===== config.mk =====
export PLATFORM = sky130hd
export DESIGN_NAME = spi_controller_xfer
export DESIGN_NICKNAME = d
export VERILOG_FILES = /design/src/rtl/spi_controller_xfer.sv
export SDC_FILE = /design/constraint.sdc
export NUM_CORES = 1
export LEC_CHECK = 0
export CAP_MARGIN = 10
export CORE_ASPECT_RATIO = 0.7
export CORE_MARGIN = 10
export CORE_UTILIZATION = 30
export DETAILED_ROUTE_END_ITERATION = 10
export PLACE_DENSITY = 0.53
export SLEW_MARGIN = 0
export SYNTH_ARGS = -nofsm -noshare
export SYNTH_HDL_FRONTEND = slang
export SYNTH_SLANG_ARGS = --single-unit
export TNS_END_PERCENT = 30

===== constraint.sdc =====
create_clock -name clk -period 6.55 [get_ports clk]
set_input_delay 0.9825 -clock clk [delete_from_list [all_inputs] [get_ports clk]]
set_output_delay 0.9825 -clock clk [all_outputs]
set_load 0.005 [all_outputs]

===== src/rtl/spi_controller_xfer.sv =====
// -----------------------------------------------------------------------------
// spi_controller_xfer
//   SPI initiator for the register-target protocol. One start pulse runs one
//   frame of 8 + REG_WIDTH bits: command byte {rw, zero pad, addr} followed by
//   one data byte, MSB first. All four CPOL/CPHA modes are supported and the
//   SCLK half-period is clk_div+1 system clocks.
//
//   Ports
//     clk, rst_n         system clock, asynchronous active-low reset
//     ena                clock enable; low freezes every register
//     start              one-cycle request, honoured only when idle
//     rw, addr, wdata    frame contents (rw=1 write, rw=0 read)
//     cpol, cpha         SPI mode
//     clk_div            SCLK half-period minus one, in clk cycles
//     busy, done         frame in progress / one-cycle completion pulse
//     rdata              data byte of the most recent read
//     spi_cs_n, spi_clk, spi_mosi, spi_miso   SPI pins
// -----------------------------------------------------------------------------
module spi_controller_xfer #(
    parameter int ADDR_WIDTH = 3,
    parameter int REG_WIDTH  = 8,
    parameter int DIV_WIDTH  = 8
) (
    input  logic                  clk,
    input  logic                  rst_n,
    input  logic                  ena,
    input  logic                  start,
    input  logic                  rw,
    input  logic [ADDR_WIDTH-1:0] addr,
    input  logic [REG_WIDTH-1:0]  wdata,
    input  logic                  cpol,
    input  logic                  cpha,
    input  logic [DIV_WIDTH-1:0]  clk_div,
    output logic                  busy,
    output logic                  done,
    output logic [REG_WIDTH-1:0]  rdata,
    output logic                  spi_cs_n,
    output logic                  spi_clk,
    output logic                  spi_mosi,
    input  logic                  spi_miso
);

    localparam int FRAME_W = 8 + REG_WIDTH;
    localparam int BIT_W   = $clog2(FRAME_W);
    localparam logic [BIT_W-1:0] LAST_BIT = BIT_W'(FRAME_W - 1);

    typedef enum logic [2:0] {S_IDLE, S_SETUP, S_XFER, S_HOLD, S_GAP} state_t;

    state_t                 state_q, state_d;
    logic [DIV_WIDTH-1:0]   hcnt_q, hcnt_d;
    logic [DIV_WIDTH-1:0]   div_q, div_d;
    logic [BIT_W-1:0]       bit_cnt_q, bit_cnt_d;
    logic [FRAME_W-1:0]     tx_q, tx_d;
    logic [REG_WIDTH-1:0]   rx_q, rx_d;
    logic [REG_WIDTH-1:0]   rdata_q, rdata_d;
    logic                   rw_q, rw_d;
    logic                   cpol_q, cpol_d;
    logic                   cpha_q, cpha_d;
    logic                   busy_q, busy_d;
    logic                   done_q, done_d;
    logic                   cs_n_q, cs_n_d;
    logic                   sclk_q, sclk_d;
    logic                   mosi_q, mosi_d;

    logic [7:0]             cmd_byte;
    logic                   hcnt_end;
    logic                   lead_edge;

    always_comb begin
        state_d   = state_q;
        hcnt_d    = hcnt_q;
        div_d     = div_q;
        bit_cnt_d = bit_cnt_q;
        tx_d      = tx_q;
        rx_d      = rx_q;
        rdata_d   = rdata_q;
        rw_d      = rw_q;
        cpol_d    = cpol_q;
        cpha_d    = cpha_q;
        busy_d    = busy_q;
        done_d    = 1'b0;
        cs_n_d    = cs_n_q;
        sclk_d    = sclk_q;
        mosi_d    = mosi_q;

        cmd_byte                   = '0;
        cmd_byte[7]                = rw;
        cmd_byte[ADDR_WIDTH-1:0]   = addr;

        hcnt_end  = (hcnt_q == '0);
        // SCLK sitting at its idle level means the next toggle is a leading edge.
        lead_edge = (sclk_q == cpol_q);

        case (state_q)
            S_IDLE: begin
                // Idle SCLK tracks the live cpol so the pin is correct before cs_n falls.
                sclk_d = cpol;
                mosi_d = 1'b0;
                cs_n_d = 1'b1;
                busy_d = 1'b0;
                if (start) begin
                    rw_d      = rw;
                    cpol_d    = cpol;
                    cpha_d    = cpha;
                    div_d     = clk_div;
                    hcnt_d    = clk_div;
                    tx_d      = {cmd_byte, wdata};
                    bit_cnt_d = '0;
                    busy_d    = 1'b1;
                    cs_n_d    = 1'b0;
                    mosi_d    = rw;
                    state_d   = S_SETUP;
                end
            end

            S_SETUP: begin
                if (hcnt_end) begin
                    hcnt_d  = div_q;
                    state_d = S_XFER;
                end else begin
                    hcnt_d = hcnt_q - DIV_WIDTH'(1);
                end
            end

            S_XFER: begin
                if (hcnt_end) begin
                    hcnt_d = div_q;
                    sclk_d = ~sclk_q;
                    if (lead_edge) begin
                        if (!cpha_q) begin
                            rx_d = {rx_q[REG_WIDTH-2:0], spi_miso};
                        end else if (bit_cnt_q != '0) begin
                            // CPHA=1 presents the MSB on the first leading edge, so no shift there.
                            tx_d = {tx_q[FRAME_W-2:0], 1'b0};
                        end
                    end else begin
                        if (cpha_q) begin
                            rx_d = {rx_q[REG_WIDTH-2:0], spi_miso};
                        end else begin
                            tx_d = {tx_q[FRAME_W-2:0], 1'b0};
                        end
                        if (bit_cnt_q == LAST_BIT) begin
                            state_d = S_HOLD;
                        end else begin
                            bit_cnt_d = bit_cnt_q + BIT_W'(1);
                        end
                    end
                    mosi_d = tx_d[FRAME_W-1];
                end else begin
                    hcnt_d = hcnt_q - DIV_WIDTH'(1);
                end
            end

            S_HOLD: begin
                sclk_d = cpol_q;
                if (hcnt_end) begin
                    hcnt_d  = div_q;
                    cs_n_d  = 1'b1;
                    mosi_d  = 1'b0;
                    state_d = S_GAP;
                end else begin
                    hcnt_d = hcnt_q - DIV_WIDTH'(1);
                end
            end

            S_GAP: begin
                if (hcnt_end) begin
                    state_d = S_IDLE;
                    busy_d  = 1'b0;
                    done_d  = 1'b1;
                    sclk_d  = cpol;
                    if (!rw_q) begin
                        rdata_d = rx_q;
                    end
                end else begin
                    hcnt_d = hcnt_q - DIV_WIDTH'(1);
                end
            end

            default: state_d = S_IDLE;
        endcase
    end

    always_ff @(posedge clk or negedge rst_n) begin
        if (!rst_n) begin
            state_q   <= S_IDLE;
            hcnt_q    <= '0;
            div_q     <= '0;
            bit_cnt_q <= '0;
            tx_q      <= '0;
            rx_q      <= '0;
            rdata_q   <= '0;
            rw_q      <= 1'b0;
            cpol_q    <= 1'b0;
            cpha_q    <= 1'b0;
            busy_q    <= 1'b0;
            done_q    <= 1'b0;
            cs_n_q    <= 1'b1;
            sclk_q    <= 1'b0;
            mosi_q    <= 1'b0;
        end else if (ena) begin
            state_q   <= state_d;
            hcnt_q    <= hcnt_d;
            div_q     <= div_d;
            bit_cnt_q <= bit_cnt_d;
            tx_q      <= tx_d;
            rx_q      <= rx_d;
            rdata_q   <= rdata_d;
            rw_q      <= rw_d;
            cpol_q    <= cpol_d;
            cpha_q    <= cpha_d;
            busy_q    <= busy_d;
            done_q    <= done_d;
            cs_n_q    <= cs_n_d;
            sclk_q    <= sclk_d;
            mosi_q    <= mosi_d;
        end
    end

    assign busy     = busy_q;
    assign done     = done_q;
    assign rdata    = rdata_q;
    assign spi_cs_n = cs_n_q;
    assign spi_clk  = sclk_q;
    assign spi_mosi = mosi_q;

endmodule

==> results of run 1 <==
[metrics by stage]
step / hold slack, ns / cells
floorplan: 0.469 / 323
global placement: 0.487 / 497
detailed placement: 0.494 / 497
CTS: 0.507 / 512
global route: 0.527 / 512
finish: 0.509 / 512
[Yosys cell counts, drive strengths merged (3+ instances only)]
| master | count |
|---|---|
| buf | 7 |
| o311ai | 3 |
| clkbuf | 13 |
| o31ai | 5 |
| nand3 | 12 |
| a22o | 4 |
| a21oi | 31 |
| and3 | 5 |
| nor2 | 25 |
| o21ai | 28 |
| mux2 | 29 |
| and2 | 3 |
| nand2 | 10 |
| ha | 5 |
| a22oi | 10 |
| or3 | 4 |
| nor3 | 5 |
| nor3b | 5 |
| nand2b | 5 |
| inv | 15 |
| a32o | 3 |
| dfrtp | 62 |
[worst max-delay path by stage]
stage | start | to | slack [ns]
2_1_floorplan | ena | rx_q[0]$_DFFE_PN0P_ | 4.18
3_3_place_gp | ena | hcnt_q[7]$_DFFE_PN0P_ | 3.45
3_5_place_dp | ena | div_q[7]$_DFFE_PN0P_ | 3.31
4_1_cts | state_q[2]$_DFFE_PN0P_ | tx_q[1]$_DFFE_PN0P_ | 3.50
5_1_grt | state_q[2]$_DFFE_PN0P_ | tx_q[7]$_DFFE_PN0P_ | 3.17
6_report | state_q[2]$_DFFE_PN0P_ | tx_q[1]$_DFFE_PN0P_ | 3.51
[worst max-delay path: cells and delay by family, from the launching register on]
kind	cells	cell delay (ns)
AOI/OAI and AO/OA	3	1.40
DFF	1	0.70
and+or+nand+nor	2	0.85
[sequential cells by signal (all words and copies together) (netlist names), 3 cells and up]
signal / flops
state_q: 3
bit_cnt_q: 4
tx_q: 16
hcnt_q: 8
div_q: 8
rx_q: 8
rdata: 8
[layout make-up]
cell class / count / area, um2
clock buffers: 11 / 253
clock inverters: 4 / 45.0
fillers: 1062 / 6810
inverters: 15 / 56.3
multi-input cells: 225 / 1600
flip-flops and latches: 63 / 1580
well taps: 153 / 191
repair buffers: 41 / 400
[cells by family after synthesis]
logic type,Yosys count
buffers and inverters,35
multiplexers,29
adder cells (fa/ha/maj),5
AO/OA/AOI/OAI,101
AND/OR/NAND/NOR,87
XOR/XNOR,3
flip-flops,63
[routing by layer]
| metal | track usage | up-vias | share of wire |
|---|---|---|---|
| met2 | 0.153 | 48 | 0.44 |
| met1 | 0.147 | 1274 | 0.50 |
| met4 | 0.0410 | 0 | 0.014 |
| met5 | 0 | - | 0 |
| li1 | - | 1246 | - |
| met3 | 0.0346 | 8 | 0.043 |
[power breakdown]
group	total (W)	internal [W]	switching [W]
registers	0.000631	0.000512	0.000120
logic	0.000501	0.000230	0.000271
clock network	0.000481	0.000311	0.000170
[layout by cell type, fill, tap and decap left out, drive strengths merged, types with 4 or more instances in the layout]
master / instances
clkdlybuf4s50: 38
nand2b: 5
a22o: 4
nor3: 5
o31ai: 5
inv: 15
or3: 4
nor3b: 5
mux2: 29
a22oi: 10
nor2: 25
o21ai: 28
a21oi: 31
and3: 5
clkbuf: 11
ha: 5
dfrtp: 62
nand2: 10
nand3: 12
==> out/metrics.yaml, run 1 <==
status:
  outcome: "finished, final reports clean"
cells_and_area:
  drive_above_1_share: 0.159
  stdcell_area_um2: 4120
  syn_to_final_growth_pct: 24.0
  fin_util: 0.377
  antenna_cells: 0
  final_nets: 387
placement:
  dp_slack_ns: 3.31
  dpl_cell_area_um2: 3820
  port_buffers: 39
  dpl.hpwl_um: 5620
  globalplace.congestion: 0.770
synth:
  synthMuxAreaShare: 0.107
  netlist_area_um2: 3330
  synth_cell_types: 53
  ys_warn_count: 0
  synth_top_family_by_area: "compound AO/OA/AOI/OAI gates"
  yosys.area_share.simple: 0.152
  synth-edff-count: 0
  synth-seq-cells: 63
  synthFlopType: "dfrtp_1"
  synth_xor_area_frac: 0.0102
  synth_top_area_frac: 0.467
  synth_top_cell_by_area: "dfrtp_1"
  yosys.area_share.adder: 0.0188
  async_reset_ff_frac: 1.00
  syn_nets: 355
  avgSynthCellArea_um2: 10.3
  synth_compound_area_frac: 0.193
  synthCells: 323
  yosysSeqAreaShare: 0.474
  synthTopCellsByArea: "dfrtp_1 47%, mux2_2 7.1%, a21oi_1 4.7%, o21ai_0 4.1%, mux2_4 3.6%"
setup_path:
  path_class: "register to register"
  crit_top_cell: "a21oi_1"
  arrival_ns: 3.28
  r2r_slack_ns: 3.51
  cp_slowest_cell: "a21oi_1"
  rr_startpoint: "state_q[2]$_DFFE_PN0P_"
  worstPathMaxFanout: 30
  crit_required_ns: 6.80
  endpoint_kind: "register"
  cpPeakStageDelay_ns: 1.01
  r2r_end: "tx_q[1]$_DFFE_PN0P_"
  start_kind: "register"
  crit_chain: "and2b_1, nand2b_1, a21oi_1, a22oi_1, a21oi_1"
  ff2ff_path_depth: 5
sta:
  fin_crit_ns: 3.04
  fin_ws_ns: 3.51
  max_freq_mhz: 329
  fin_skew_ns: 0.00503
  finalSetupViolCount: 0
  rsz0062_at_grt: "no"
  timing.slew.headroom: 0.274
  worstMarginPinSlew_ns: 1.09
  setup_tns_ns: 0
  finalHoldViolCount: 0
  slew_violations: 0
  min_period_over_period: 0.463
drt:
  wl_per_cell_um: 16.1
  via_per_inst: 5.03
  wl_um: 8260
  drc_errors: 0
  drtIter0Drc: 277
  drtAntennaViolNets: 0
  drt_pre_antenna_iters: 4
  vias: 2576
min_path:
  min_to: "rdata[2]$_DFFE_PN0P_"
  whs_path_depth: 1
  hold_class: "register to register"
  min_from: "rdata[2]$_DFFE_PN0P_"
floorplan:
  die_w_um: 146
  num_io_pins: 40
  start_util: 0.304
  die_h_um: 108
  die-area_um2: 15800
  rows: 32
  core_area_um2: 10900
pwr:
  finalPower_w: 0.00161
  leakagePower_nw: 1.75
  powerDensity_nw_per_um2: 391
  ir_drop_v: 0.000138
cts:
  postCtsSetupRepairBufs: 0
  clk_pin_slew_worst_paths_ns: 0.05
  clock_sinks: 63
  clk_path_buf_depth: 2
  htreeDepth: 3
  cts_buffers: 9
  holdBufCountCts: 0
  clock_latency_ns: 0.33
  cts_tree: "built"
  post_cts_resized: 0
  clock-root-buffer: "clkbuf_16"
global_routing:
  grt_usage: 0.107
  antenna_found_initial: 0
  grt_pass1_wl_um: 13500
  grt_pass1_vias: 2508
  overflow: 0
  grt_max_degree: 64
run:
  max-cap-violations: 0
(Power assumes the default switching activity.)
==> run 2, diff against run 1 <==
--- a/config.mk
+++ b/config.mk
@@ -10,7 +10,7 @@
 export CORE_MARGIN = 10
 export CORE_UTILIZATION = 30
 export DETAILED_ROUTE_END_ITERATION = 10
-export PLACE_DENSITY = 0.53
+export PLACE_DENSITY = 0.55
 export SLEW_MARGIN = 0
 export SYNTH_ARGS = -nofsm -noshare
 export SYNTH_HDL_FRONTEND = slang
==> constraint.sdc (replaced) <==
create_clock -name clk -period 2.6 [get_ports clk]
set_input_delay 0.39 -clock clk [delete_from_list [all_inputs] [get_ports clk]]
set_output_delay 0.39 -clock clk [all_outputs]
set_load 0.005 [all_outputs]
==> run 2 against run 1 <==
Against the previous run:
- non-clock buffer count up 16
- worst hold slack worse by 0.46 ns
- core utilization up 1.5 points
- maximum frequency up 26%
- largest cell class unchanged
==> out/metrics.yaml, run 2 (synthesis gave the netlist of run 1 again) <==
floorplan:
  rows: 32
  die-area_um2: 15800
  start_util: 0.304
  num_io_pins: 40
  die_w_um: 146
  core_area_um2: 10900
  die_h_um: 108
pwr:
  ir_drop_v: 0.000399
  powerDensity_nw_per_um2: 976
  leakagePower_nw: 1.84
  finalPower_w: 0.00418
cells_and_area:
  fill_cells: 1057
  drive_above_1_share: 0.192
  top_register: "tx_q"
  fin_util: 0.392
  final_nets: 403
  final_cell_mix: "62 x dfrtp_1, 38 x clkdlybuf4s50_1, 31 x a21oi_1, 27 x o21ai_0, 24 x nor2_1"
  antenna_cells: 0
  layout.cells.most_common: "dfrtp_1"
  syn_to_final_growth_pct: 28.8
  largest_reg_flops: 16
global_routing:
  busiest_layer: "met1"
  grt_pass1_vias: 2645
  grt_pass1_wl_um: 13700
  use_met3: 0.0346
  antenna_found_initial: 0
  overflow: 0
  grt_usage: 0.107
  gr-usage-met1: 0.150
  grtUsageMet2: 0.149
  grt_max_degree: 64
sta:
  finalSetupViolCount: 0
  fin_crit_ns: 2.42
  min_period_over_period: 0.930
  setup_tns_ns: 0
  worstMarginPinSlew_ns: 0.520
  timing.slew.headroom: 0.654
  max_freq_mhz: 414
  hold-worst-slack_ns: 0.0492
  rsz0062_at_grt: "no"
  finalHoldViolCount: 0
  fin_skew_ns: 0.00459
  fin_ws_ns: 0.183
  slew_violations: 0
cts:
  holdBufCountCts: 0
  clk_pin_slew_worst_paths_ns: 0.05
  clock_sinks: 63
  clock-root-buffer: "clkbuf_16"
  htreeDepth: 3
  post_cts_resized: 0
  cts_buffers: 9
  clk_path_buf_depth: 2
  clock_latency_ns: 0.33
  cts_tree: "built"
  postCtsSetupRepairBufs: 0
placement:
  dpl.hpwl_um: 5780
  port_buffers: 39
  globalplace.congestion: 0.824
  dp_slack_ns: 0.153
drt:
  drtIter0Drc: 276
  wl_um: 8220
  drc_errors: 0
  drtAntennaViolNets: 0
  via_per_inst: 4.97
  drt_pre_antenna_iters: 4
  wl_per_cell_um: 15.6
  vias: 2622
setup_path:
  arrival_ns: 2.63
  crit_required_ns: 2.81
  worstPathMaxFanout: 8
  path_class: "register to register"
  start_kind: "register"
  endpoint_kind: "register"
status:
  outcome: "finished, final reports clean"
min_path:
  hold_class: "input port to asynchronous set/reset pin"
run:
  max-cap-violations: 0
-- run 2: cell types whose count changed in the layout (fill, tap and decap cells not counted) --
| cell | change |
|---|---|
| clkbuf_1 | +1 |
| buf_12 | +2 |
| buf_4 | +14 |
| clkbuf_8 | -1 |
| bufinv_16 | +1 |
| clkinv_2 | -1 |
-- run 2: final cells by class --
| class | instances | area [um2] | area share |
|---|---|---|---|
| inverter | 15 | 56.3 | 0.0131 |
| clock inverter | 4 | 70.1 | 0.0164 |
| sequential | 63 | 1580 | 0.368 |
| timing repair buffer | 57 | 546 | 0.127 |
| tap | 153 | 191 | 0.0447 |
| clock buffer | 11 | 243 | 0.0567 |
| multi-input combinational | 225 | 1600 | 0.373 |
-- run 2: final timing paths --
path | start | endpoint | slack, ns | depth (start not counted)
worst max-delay path | spi_clk$_DFFE_PN0P_ | rx_q[5]$_DFFE_PN0P_ | 0.18 | 5
worst min-delay path | rst_n | div_q[4]$_DFFE_PN0P_ | 0.05 | 2
worst max register to register | spi_clk$_DFFE_PN0P_ | rx_q[5]$_DFFE_PN0P_ | 0.18 | 5
worst min register to register | rdata[1]$_DFFE_PN0P_ | rdata[1]$_DFFE_PN0P_ | 0.50 | 1
max in group asynchronous | rst_n | spi_cs_n$_DFFE_PN1P_ | 2.20 | 2
min in group clk | rdata[1]$_DFFE_PN0P_ | rdata[1]$_DFFE_PN0P_ | 0.50 | 1
-- run 2: layer usage --
layer	wire length, um	share of wire
met1	3990	0.49
met2	3590	0.44
met3	506	0.062
met4	132	0.016
met5	0	0
-- run 2: per-stage QoR --
step                std cells  area, um2
floorplan                 323       3330
global placement          513       3970
detailed placement        513       3970
CTS                       528       4280
global route              528       4280
finish                    528       4280
-- run 2: power by group --
part           total, W  leakage, nW  internal (W)  switching (W)
clock network   0.00127        0.155      0.000856       0.000410
logic           0.00133        0.885      0.000647       0.000686
registers       0.00158        0.796       0.00129       0.000293
total           0.00418         1.84       0.00279        0.00139
-- run 2: worst max-delay path, cell delays in order (launching register included) --
cell,delay (ns)
dfrtp_1,0.42
xor2_2,0.31
inv_1,0.10
ha_1,0.29
or4_1,0.78
mux2_4,0.39
==> run 3, diff against run 2 <==
--- a/config.mk
+++ b/config.mk
@@ -7,7 +7,7 @@
 export LEC_CHECK = 0
 export CAP_MARGIN = 10
 export CORE_ASPECT_RATIO = 0.7
-export CORE_MARGIN = 10
+export CORE_MARGIN = 1
 export CORE_UTILIZATION = 30
 export DETAILED_ROUTE_END_ITERATION = 10
 export PLACE_DENSITY = 0.55
==> run 3 against run 2 <==
Against the previous run:
- final area is 0.67% lower
- largest cell class unchanged
- register-to-register slack better by 0.09 ns
- sequential power hardly changed
- highest routed layer unchanged
- combinational power is 3% higher
==> out/metrics.yaml, run 3 (synthesis gave the netlist of run 1 again) <==
setup_path:
  critical_path.top_delay_family: "simple AND/OR/NAND/NOR gates"
  cpPeakStageDelay_ns: 0.61
  start_kind: "register"
  startpoint: "hcnt_q[0]$_DFFE_PN0P_"
  cp_num_buf_inv: 2
  crit_required_ns: 2.86
  path_class: "register to register"
  rr_startpoint: "hcnt_q[0]$_DFFE_PN0P_"
  crit_chain: "inv_1, ha_1, or4b_1, nor2_2, buf_4, a21oi_1, o22ai_1, a22o_1"
  cp_slowest_cell: "or4b_1"
  arrival_ns: 2.59
  endpoint_kind: "register"
  worstPathMaxFanout: 11
drt:
  drtAntennaViolNets: 0
  wl_um: 8080
  drt_pre_antenna_iters: 5
  via_per_inst: 5.01
  drc_errors: 0
  vias: 2629
  drtIter0Drc: 159
  wl_per_cell_um: 15.4
sta:
  fin_skew_ns: 0.00667
  fin_crit_ns: 2.33
  min_period_over_period: 0.896
  finalSetupViolCount: 0
  worstMarginPinSlew_ns: 0.570
  rsz0062_at_grt: "no"
  max_freq_mhz: 429
  slew_violations: 0
  finalHoldViolCount: 0
  timing.slew.headroom: 0.620
  setup_tns_ns: 0
cells_and_area:
  final_cell_mix: "62 x dfrtp_1, 38 x clkdlybuf4s50_1, 31 x a21oi_1, 27 x o21ai_0, 24 x nor2_1"
  top_register: "tx_q"
  drive_above_1_share: 0.199
  fin_util: 0.403
  layout.cells.non_filler: 525
  largest_reg_flops: 16
  syn_to_final_growth_pct: 27.9
  antenna_cells: 0
  layout.cells.most_common: "dfrtp_1"
  final_nets: 404
run:
  max-cap-violations: 0
cts:
  clk_path_buf_depth: 2
  holdBufCountCts: 0
  clock-root-buffer: "clkbuf_16"
  cts_tree: "built"
  htreeDepth: 3
  post_cts_resized: 0
  clock_sinks: 63
  postCtsSetupRepairBufs: 0
  clk_pin_slew_worst_paths_ns: 0.06
  clock_latency_ns: 0.33
  cts_buffers: 9
pwr:
  ir_drop_v: 0.000303
  leakagePower_nw: 1.82
  powerDensity_nw_per_um2: 954
global_routing:
  antenna_found_initial: 0
  grt_pass1_vias: 2521
  grt_usage: 0.150
  overflow: 0
  grt_pass1_wl_um: 13400
  grt_max_degree: 42
min_path:
  hold_class: "input port to asynchronous set/reset pin"
floorplan:
  die-area_um2: 11500
  core_area_um2: 10600
  start_util: 0.315
  die_w_um: 128
  rows: 31
  num_io_pins: 40
  die_h_um: 90.1
placement:
  dp_cells: 509
  dpl.hpwl_um: 5720
  globalplace.congestion: 0.783
  port_buffers: 39
status:
  outcome: "finished, final reports clean"
==> run 3: path summary, 6_finish.rpt <==
path	slack [ns]	endpoint	cells past startpoint
max reg2reg	0.27	hcnt_q[2]$_DFFE_PN0P_	8
min	0.06	hcnt_q[6]$_DFFE_PN0P_	1
min reg2reg	0.51	rdata[1]$_DFFE_PN0P_	1
max	0.27	hcnt_q[2]$_DFFE_PN0P_	8
max in group asynchronous	1.93	rdata[7]$_DFFE_PN0P_	2
min in group clk	0.51	rdata[1]$_DFFE_PN0P_	1
==> run 3: metrics by stage <==
| stage | worst slack (ns) | total power, W | hold WS [ns] | area, um2 |
|---|---|---|---|---|
| 6_report | 0.270 | 0.00406 | 0.0579 | 4250 |
| 5_1_grt | 0.189 | 0.00435 | 0.0975 | 4250 |
| 4_1_cts | 0.284 | 0.00409 | 0.0694 | 4250 |
| 3_5_place_dp | 0.203 | 0.00295 | 0.419 | 3970 |
| 3_3_place_gp | 0.250 | 0.00292 | 0.422 | 3970 |
| 2_1_floorplan | 0.507 | 0.00245 | 0.0944 | 3330 |
==> run 3: per-layer routing <==
metal	routed length [um]	part of all wire	vias to the layer above	track usage
li1	-	-	1275	-
met1	4240	0.52	1291	0.225
met2	3440	0.43	55	0.211
met3	311	0.038	8	0.0321
met4	99	0.012	0	0.0500
met5	0	0	-	0
==> run 3: worst register-to-register path: cells and delay by family, from the launching register on <==
kind | cells | cell delay (ns)
adder cells (fa/ha/maj) | 1 | 0.23
buffers and inverters | 2 | 0.34
flip-flops | 1 | 0.38
AND/OR/NAND/NOR | 2 | 0.79
AO/OA/AOI/OAI | 3 | 0.53
==> run 3: cell type report <==
| class | count | area, um2 |
|---|---|---|
| clock buffers | 9 | 225 |
| clock inverters | 7 | 57.6 |
| fillers | 1032 | 6300 |
| inverters | 15 | 56.3 |
| multi-input cells | 225 | 1600 |
| flip-flops and latches | 63 | 1580 |
| well taps | 148 | 185 |
| repair buffers | 58 | 553 |
==> run 3: power breakdown <==
group	internal [W]	leakage (nW)	switching, W	total (W)
Combinational	0.000657	0.891	0.000711	0.00137
Sequential	0.00129	0.796	0.000288	0.00158
Clock	0.000654	0.129	0.000462	0.00112
